[src/rtl/ccc_rst_pkg.sv]
// Shared types and helpers for the CCC lock supervisor / reset sequencer.
package ccc_rst_pkg;

  localparam int unsigned STATE_W = 3;

  typedef enum logic [STATE_W-1:0] {
    ST_WAIT_LOCK = 3'd0,
    ST_FILTER    = 3'd1,
    ST_RELEASE   = 3'd2,
    ST_RUN       = 3'd3,
    ST_HOLD      = 3'd4
  } ccc_state_e;

  // Counter width able to hold 0..limit-1, never narrower than one bit.
  function automatic int unsigned clog2m1(input int unsigned limit);
    int unsigned w;
    w = $clog2(limit);
    return (w == 0) ? 1 : w;
  endfunction

endpackage

[src/rtl/ccc_sync2.sv]
// Two-flop synchroniser for a single asynchronous level, synchronous active-low reset to 0.
module ccc_sync2 (
  input  logic clk,
  input  logic rst_n,
  input  logic d,
  output logic q
);

  logic meta_q, meta_d;
  logic sync_q, sync_d;

  always_comb begin
    meta_d = d;
    sync_d = meta_q;
  end

  always_ff @(posedge clk) begin
    if (!rst_n) begin
      meta_q <= 1'b0;
      sync_q <= 1'b0;
    end else begin
      meta_q <= meta_d;
      sync_q <= sync_d;
    end
  end

  assign q = sync_q;

endmodule

[src/rtl/ccc_lock_reset_seq.sv]
// PLL-lock supervisor: filters the synchronised lock, then releases domain resets
// one at a time with a fixed stagger; re-asserts all on lock loss or software request.
module ccc_lock_reset_seq
  import ccc_rst_pkg::*;
#(
  parameter int unsigned NUM_DOMAINS        = 4,
  parameter int unsigned LOCK_FILTER_CYCLES = 256,
  parameter int unsigned STAGGER_CYCLES     = 16,
  parameter int unsigned LOSS_CNT_W         = 8
) (
  input  logic                   CLK,
  input  logic                   RESETN,
  input  logic                   PLL_LOCK,
  input  logic                   SW_RESET_REQ,
  input  logic                   CLEAR_CNT,
  output logic [NUM_DOMAINS-1:0] DOMAIN_RESETN,
  output logic                   ALL_READY,
  output logic [LOSS_CNT_W-1:0]  LOCK_LOST_CNT,
  output logic [STATE_W-1:0]     STATE
);

  localparam int unsigned FILT_W = clog2m1(LOCK_FILTER_CYCLES);
  localparam int unsigned STAG_W = clog2m1(STAGGER_CYCLES);
  localparam int unsigned IDX_W  = clog2m1(NUM_DOMAINS);

  logic lock_s;

  ccc_sync2 u_lock_sync (
    .clk   (CLK),
    .rst_n (RESETN),
    .d     (PLL_LOCK),
    .q     (lock_s)
  );

  ccc_state_e             state_q, state_d;
  logic [FILT_W-1:0]      filter_cnt_q, filter_cnt_d;
  logic [STAG_W-1:0]      stag_cnt_q, stag_cnt_d;
  logic [IDX_W-1:0]       idx_q, idx_d;
  logic [NUM_DOMAINS-1:0] dom_rstn_q, dom_rstn_d;
  logic                   all_ready_q, all_ready_d;
  logic [LOSS_CNT_W-1:0]  loss_cnt_q, loss_cnt_d;
  logic                   loss_evt;

  always_comb begin
    state_d      = state_q;
    filter_cnt_d = filter_cnt_q;
    stag_cnt_d   = stag_cnt_q;
    idx_d        = idx_q;
    dom_rstn_d   = dom_rstn_q;
    all_ready_d  = all_ready_q;
    loss_evt     = 1'b0;

    unique case (state_q)
      ST_WAIT_LOCK: begin
        if (lock_s) begin
          state_d      = ST_FILTER;
          filter_cnt_d = '0;
        end
      end

      ST_FILTER: begin
        if (!lock_s) begin
          state_d = ST_WAIT_LOCK;
        end else if (filter_cnt_q == FILT_W'(LOCK_FILTER_CYCLES - 1)) begin
          state_d    = ST_RELEASE;
          stag_cnt_d = '0;
          idx_d      = '0;
        end else begin
          filter_cnt_d = filter_cnt_q + FILT_W'(1);
        end
      end

      // RELEASE and RUN share the re-assert checks; lock loss outranks a software request.
      ST_RELEASE, ST_RUN: begin
        if (!lock_s) begin
          state_d     = ST_WAIT_LOCK;
          dom_rstn_d  = '0;
          all_ready_d = 1'b0;
          loss_evt    = 1'b1;
        end else if (SW_RESET_REQ) begin
          state_d     = ST_HOLD;
          dom_rstn_d  = '0;
          all_ready_d = 1'b0;
          stag_cnt_d  = '0;
        end else if (state_q == ST_RELEASE) begin
          if (stag_cnt_q == STAG_W'(STAGGER_CYCLES - 1)) begin
            stag_cnt_d = '0;
            for (int unsigned i = 0; i < NUM_DOMAINS; i++) begin
              if (idx_q == IDX_W'(i)) dom_rstn_d[i] = 1'b1;
            end
            if (idx_q == IDX_W'(NUM_DOMAINS - 1)) begin
              state_d     = ST_RUN;
              all_ready_d = 1'b1;
            end else begin
              idx_d = idx_q + IDX_W'(1);
            end
          end else begin
            stag_cnt_d = stag_cnt_q + STAG_W'(1);
          end
        end
      end

      ST_HOLD: begin
        if (stag_cnt_q == STAG_W'(STAGGER_CYCLES - 1)) begin
          state_d    = ST_WAIT_LOCK;
          stag_cnt_d = '0;
        end else begin
          stag_cnt_d = stag_cnt_q + STAG_W'(1);
        end
      end

      default: begin
        state_d     = ST_WAIT_LOCK;
        dom_rstn_d  = '0;
        all_ready_d = 1'b0;
      end
    endcase
  end

  always_comb begin
    loss_cnt_d = loss_cnt_q;
    if (loss_evt && (loss_cnt_q != '1)) loss_cnt_d = loss_cnt_q + LOSS_CNT_W'(1);
    if (CLEAR_CNT) loss_cnt_d = '0;
  end

  always_ff @(posedge CLK) begin
    if (!RESETN) begin
      state_q      <= ST_WAIT_LOCK;
      filter_cnt_q <= '0;
      stag_cnt_q   <= '0;
      idx_q        <= '0;
      dom_rstn_q   <= '0;
      all_ready_q  <= 1'b0;
      loss_cnt_q   <= '0;
    end else begin
      state_q      <= state_d;
      filter_cnt_q <= filter_cnt_d;
      stag_cnt_q   <= stag_cnt_d;
      idx_q        <= idx_d;
      dom_rstn_q   <= dom_rstn_d;
      all_ready_q  <= all_ready_d;
      loss_cnt_q   <= loss_cnt_d;
    end
  end

  assign DOMAIN_RESETN = dom_rstn_q;
  assign ALL_READY     = all_ready_q;
  assign LOCK_LOST_CNT = loss_cnt_q;
  assign STATE         = state_q;

endmodule

[config.mk]
export PLATFORM = sky130hd
export DESIGN_NAME = ccc_lock_reset_seq
export DESIGN_NICKNAME = d
export VERILOG_FILES = /design/src/rtl/ccc_rst_pkg.sv /design/src/rtl/ccc_sync2.sv /design/src/rtl/ccc_lock_reset_seq.sv
export SDC_FILE = /design/constraint.sdc
export NUM_CORES = 1
export LEC_CHECK = 0
export ABC_AREA = 1
export CAP_MARGIN = 25
export CORE_MARGIN = 2
export CORE_UTILIZATION = 40
export DETAILED_ROUTE_END_ITERATION = 6
export PLACE_DENSITY_LB_ADDON = 0.1
export RECOVER_POWER = 100
export SLEW_MARGIN = 15
export SYNTH_ARGS = -nofsm -noshare
export SYNTH_HDL_FRONTEND = slang
export SYNTH_HIERARCHICAL = 1
export SYNTH_SLANG_ARGS = --single-unit
[constraint.sdc]
create_clock -name CLK -period 1.5 [get_ports CLK]
set_input_delay 0.225 -clock CLK [delete_from_list [all_inputs] [get_ports CLK]]
set_output_delay 0.225 -clock CLK [all_outputs]
set_load 0.02 [all_outputs]
==> results of run 1 <==
-- state kept, by name (all words and copies together) (netlist names) --
| register | flops |
|---|---|
| stag_cnt_q | 4 |
| LOCK_LOST_CNT | 8 |
| u_lock_sync/meta_q | 1 |
| idx_q | 2 |
| DOMAIN_RESETN | 4 |
| filter_cnt_q | 8 |
| STATE | 3 |
| u_lock_sync/q | 1 |
-- power groups by stage --
stage | Combinational [W] | Sequential [W] | Clock, W
global route | 0.00176 | 0.00109 | 0.000640
global placement | 0.00150 | 0.00107 | 0
floorplan | 0.000953 | 0.00114 | 0
CTS | 0.00150 | 0.00105 | 0.000600
detailed placement | 0.00150 | 0.00107 | 0
finish | 0.00157 | 0.00106 | 0.000577
-- cell type report --
type	count	area, sq um	share of cell area (%)
repair buffers	49	395	17.0
well taps	52	65.1	2.80
inverters	38	145	6.25
multi-input cells	199	1020	43.8
flip-flops and latches	31	626	27.0
clock buffers	6	72.6	3.13
-- final timing paths --
path                            from                to  cells past startpoint
hold / removal    u_lock_sync/meta_q     u_lock_sync/q                      2
hold reg to reg   u_lock_sync/meta_q     u_lock_sync/q                      2
setup / recovery    LOCK_LOST_CNT[1]  LOCK_LOST_CNT[1]                      1
setup reg to reg            STATE[1]          STATE[0]                      9
-- logic make-up after synthesis --
kind of cell,count (synthesis),synth area share [%]
AOI/OAI and AO/OA,33,9.54
xor gates and xnor gates,2,0.997
DFF,31,35.3
and+or+nand+nor,157,39.4
adders and majority gates,7,4.98
buffers and inverters,42,9.82
-- routing by layer --
metal	vias to the layer above	GRT usage, %	part of all wire, %
met5	-	0	0
met4	0	5.34	0.84
met3	4	4.04	3.6
met2	36	27.9	49
met1	811	19.9	46
li1	977	-	-
-- per-stage QoR --
step,instances,area (sq um),util [%]
after floorplan,272,1760,-
after global routing,375,2320,54.1
after global placement,367,2200,51.2
final,375,2320,54.1
after detailed placement,367,2200,51.2
after CTS,373,2260,52.7
-- repair_timing --
action	in CTS	in global routing
cloned	0	1
gates resized for setup	6	23
buffers inserted	0	1
hold buffers	0	0
setup endpoints to repair	6	25
pin swaps	0	5
-- cells in the final DEF (no fill, tap or decap) --
| cell type | n |
|---|---|
| nand2_1 | 73 |
| inv_1 | 35 |
| nand3_1 | 28 |
| buf_4 | 28 |
| dfxtp_1 | 27 |
| nor2_1 | 27 |
| a21oi_1 | 21 |
| clkdlybuf4s50_1 | 10 |
| o21ai_0 | 9 |
| nand4_1 | 8 |
| dlygate4sd2_1 | 6 |
| nor2_2 | 5 |
| ha_1 | 5 |
| clkbuf_8 | 5 |
| dfxtp_2 | 4 |
| nor3_1 | 4 |
| clkbuf_1 | 4 |
| nand2_2 | 3 |
| nor2_4 | 3 |
| inv_2 | 2 |
| o21ai_1 | 2 |
| nand3b_1 | 2 |
| xor2_1 | 2 |
| inv_4 | 1 |
| nand3_4 | 1 |
| nand2_4 | 1 |
| nand3_2 | 1 |
| o21a_1 | 1 |
| and3_1 | 1 |
| ha_4 | 1 |
| ha_2 | 1 |
| clkdlybuf4s15_2 | 1 |
| dlygate4sd3_1 | 1 |
==> reports/metrics.yaml, run 1 <==
crit_type: "flop to primary output"
fmax_mhz: 684
die-area_sq_um: 4940
htreeDepth: 2
synth_cells: 272
status: "finished, final reports clean"
grt_pass1_wl_um: 6630
core_area_sq_um: 4290
insertion_delay_ns: 0.27
power.share.clock_pct: 18.0
p_int_w: 0.00186
ant_nets: 0
syn-num-nets: 284
synth_area_per_cell_sq_um: 6.46
cts_sinks: 31
crit_path_end_kind: "primary output"
synth_edf_count: 0
cts_tree: "done"
synth_top_area_share_pct: 35.3
path_clk_slew_ns: 0.06
crit_path_start_kind: "flop"
clock_path_buffers: 2
power_switching_share_pct: 42.0
yosysSeqAreaShare_pct: 35.3
drc: 0
drt-total-wl_um: 4050
syn_area_sq_um: 1760
vdd_drop_max_mv: 0.785
slew_headroom_pct: 79.2
grt_max_degree: 16
wl_per_cell_um: 10.8
hold_path_class: "flop to flop"
syn_to_final_growth_pct: 32.0
place_congestion: 0.822
grtUsageTotal_pct: 16.3
drv_cap: 0
yosysUniqueCellTypes: 25
p_per_area_nw_per_um2: 1380
pre_cts_ws_ns: -0.0206
p_leak_nw: 1.04
crit_buf_inv: 1
vias_per_cell: 4.87
synthFlopType: "dfxtp_1"
rows: 24
die_h_um: 70.3
cpPeakStageDelay_ns: 0.61
num_antenna_cells: 0
critPathMaxFanout: 3
synth_top_cell_by_area: "dfxtp_1"
ys_async_sr_fraction_pct: 0
worst_pin_slew_ns: 0.311
dp_hpwl_um: 2960
arrival_ns: 1.24
antenna_found_initial: 0
nFillCells: 453
cts_buffers: 5
skew_ns: 0.00644
cp_data_required_time_ns: 1.27
reg2reg_slack_ns: 0.11
initialDrtViolationCount: 42
drive_gt1_share_pct: 17.6
finalSetupViolCount: 0
synth_common_cells: "nand2_1, inv_1, nor2_1"
dr.pass1.iters: 4
die_w_um: 70.3
fin_nets: 336
path_cells: "clkdlybuf4s50_1"
p_seq_share_pct: 33.1
power_frac_comb_pct: 48.9
synthTopCellsByArea: "dfxtp_1, nand2_1, nand3_1"
fin_crit_sh_pct: 97.5
grt_pass1_vias: 1597
synth_most_common_cell: "nand2_1"
hold-worst-slack_ns: 0.412
cts_root_buffer: "clkbuf_8"
final_hold_viol_count: 0
fin_ws_ns: 0.0374
yosysWarnings: 6
drv_slew: 0
ys_ff_latch: 31
fin_crit_ns: 1.46
initial_core_util_pct: 40.9
cp_slowest_cell: "clkdlybuf4s50_1"
cp_top_family: "buffers and inverters"
port_buffers: 20
setup_tns_ns: 0
num_vias: 1828
io_pins: 21
grt-ovfl-total: 0
power_switching_w: 0.00135
p_total_w: 0.00321
No activity file was read; power rests on OpenSTA's default activity.
==> inputs of run 2 (changes only) <==
--- a/config.mk
+++ b/config.mk
@@ -5,7 +5,6 @@
 export SDC_FILE = /design/constraint.sdc
 export NUM_CORES = 1
 export LEC_CHECK = 0
-export ABC_AREA = 1
 export CAP_MARGIN = 25
 export CORE_MARGIN = 2
 export CORE_UTILIZATION = 40
==> run 2 against run 1 <==
Compared with the run above: the run now ends with setup timing left; maximum frequency down 12%; clock-buffer cell count rose by 1; sequential share of layout area decreased by 2.6 points; sequential cell count unchanged; critical path depth increased by 5; register-to-register slack worse by 0.28 ns; largest power group is now sequential cells.
==> reports/metrics.yaml, run 2 <==
status: "finished, violations left"
failed_checks: "setup timing"
synth_cells: 190
path_clk_slew_ns: 0.06
antenna_found_initial: 0
crit_type: "flop to flop"
crit_path_start_kind: "flop"
ant_nets: 0
cpPeakStageDelay_ns: 0.43
synth_area_per_cell_sq_um: 8.38
hold-worst-slack_ns: 0.436
crit_buf_inv: 0
p_per_area_nw_per_um2: 622
synth_top_area_share_pct: 39.0
htreeDepth: 2
wl_per_cell_um: 14.1
synthFlopType: "dfxtp_1"
insertion_delay_ns: 0.29
fmax_mhz: 598
dr.pass1.iters: 4
cts_sinks: 31
grt_pass1_vias: 1653
grtUsageTotal_pct: 21.9
place_congestion: 0.787
synth_edf_count: 0
synth_common_cells: "dfxtp_1, nand2_1, nor2_1, o21ai_0, a21oi_1"
synth_top_cell_by_area: "dfxtp_1"
nFillCells: 301
synth_most_common_cell: "dfxtp_1"
fin_nets: 277
drv_slew: 0
cp_top_family: "simple AND/OR/NAND/NOR gates"
path_cells: "ha_4 -> and2_4 -> a311o_2 -> nor4_4 -> xnor2_1 -> nor2_1"
clock_path_buffers: 2
rows: 22
skew_ns: 0.00590
hold_buffers: 0
fin_crit_ns: 1.67
syn_area_sq_um: 1590
syn_to_final_growth_pct: 65.0
final_cell_mix: "buf_4, dfxtp_1, nand2_1, dlygate4sd2_1, nor2_1"
worst_pin_slew_ns: 0.404
fin_area_sq_um: 2630
hold_path_class: "flop to flop"
drt-total-wl_um: 4400
drive_gt1_share_pct: 43.8
drv_cap: 0
ys_async_sr_fraction_pct: 0
initial_core_util_pct: 42.5
crit_path_end_kind: "flop"
grt_pass1_wl_um: 7370
dp_hpwl_um: 2900
fin_crit_sh_pct: 111
rsz0062_at_grt: "yes"
p_leak_nw: 1.09
port_buffers: 20
grt-ovfl-total: 0
drc: 0
vdd_drop_max_mv: 0.424
cp_slowest_cell: "a311o_2"
arrival_ns: 1.84
io_pins: 21
critPathMaxFanout: 7
core_area_sq_um: 3740
num_vias: 1688
final_hold_viol_count: 0
die_w_um: 67.1
cts_root_buffer: "clkbuf_8"
ys_ff_latch: 31
cp_data_required_time_ns: 1.67
vias_per_cell: 5.39
die_h_um: 67.1
layout_commonest_cell: "buf_4"
slew_headroom_pct: 73.1
setup_tns_ns: -1.95
synthTopCellsByArea: "dfxtp_1, nand2_1, ha_1"
finalSetupViolCount: 18
placed_area_sq_um: 2280
grt_max_degree: 16
cts_tree: "done"
layout.cells.non_filler: 313
dp.cells: 297
die-area_sq_um: 4500
initialDrtViolationCount: 86
yosysSeqAreaShare_pct: 39.0
yosysWarnings: 6
fin_ws_ns: -0.171
num_antenna_cells: 0
cts_buffers: 5
syn-num-nets: 202
yosysUniqueCellTypes: 43
-- run 2: area by class of cell --
class | instances | area [sq um] | share of cell area (%)
Clock buffer | 7 | 76.3 | 2.90
Multi-Input combinational cell | 145 | 1190 | 45.4
Inverter | 5 | 18.8 | 0.714
Tap cell | 48 | 60.1 | 2.29
Sequential cell | 31 | 641 | 24.4
Timing Repair Buffer | 77 | 639 | 24.3
-- run 2: path summary, 6_finish.rpt --
| path | end | cells past startpoint | slack, ns | start |
|---|---|---|---|---|
| max | LOCK_LOST_CNT[7] | 6 | -0.17 | LOCK_LOST_CNT[1] |
| min | u_lock_sync/q | 1 | 0.44 | u_lock_sync/meta_q |
| max reg2reg | LOCK_LOST_CNT[7] | 6 | -0.17 | LOCK_LOST_CNT[1] |
| min reg2reg | u_lock_sync/q | 1 | 0.44 | u_lock_sync/meta_q |
-- run 2: kinds of logic after synthesis --
family / after synthesis / synth area share [%]
and+or+nand+nor: 83 / 28.4
AOI/OAI and AO/OA: 47 / 18.7
DFF: 31 / 39.0
buffers and inverters: 14 / 3.85
adders and majority gates: 7 / 5.50
xor gates and xnor gates: 5 / 2.75
muxes: 3 / 1.89
-- run 2: where the power goes --
part	total, W	internal [W]	switching, W
Combinational	0.000181	0.0000921	0.0000891
Sequential	0.000840	0.000827	0.0000134
Clock	0.000614	0.000319	0.000296
Total	0.00164	0.00124	0.000398
-- run 2: worst reg2reg max path: stages, from the launching register on --
cell     delay [ns]
dfxtp_4        0.35
ha_4           0.15
and2_4         0.15
a311o_2        0.43
nor4_4         0.28
xnor2_1        0.14
nor2_1         0.05
-- run 2: stage by stage --
stage / setup WS (ns) / total power (W) / util (%)
final: -0.171 / 0.00164 / 70.2
after global placement: -0.455 / 0.000995 / 61.0
after floorplan: -0.165 / 0.000935 / -
after CTS: -0.160 / 0.00162 / 66.8
after detailed placement: -0.523 / 0.000997 / 61.0
after global routing: -0.236 / 0.00171 / 70.2
-- run 2: routing by layer --
metal  part of all wire [%]  global-route usage [%]
met5                      0                       0
met1                     44                    24.9
met3                    3.1                    5.07
met4                    1.5                    8.67
met2                     51                    39.2
-- run 2: timing repair --
| item | CTS | global route |
|---|---|---|
| pin swaps | 16 | 23 |
| gates resized for setup | 46 | 36 |
| hold endpoints to repair | 0 | 0 |
| endpoints found under the setup margin | 38 | 29 |
| buffers inserted | 7 | 3 |
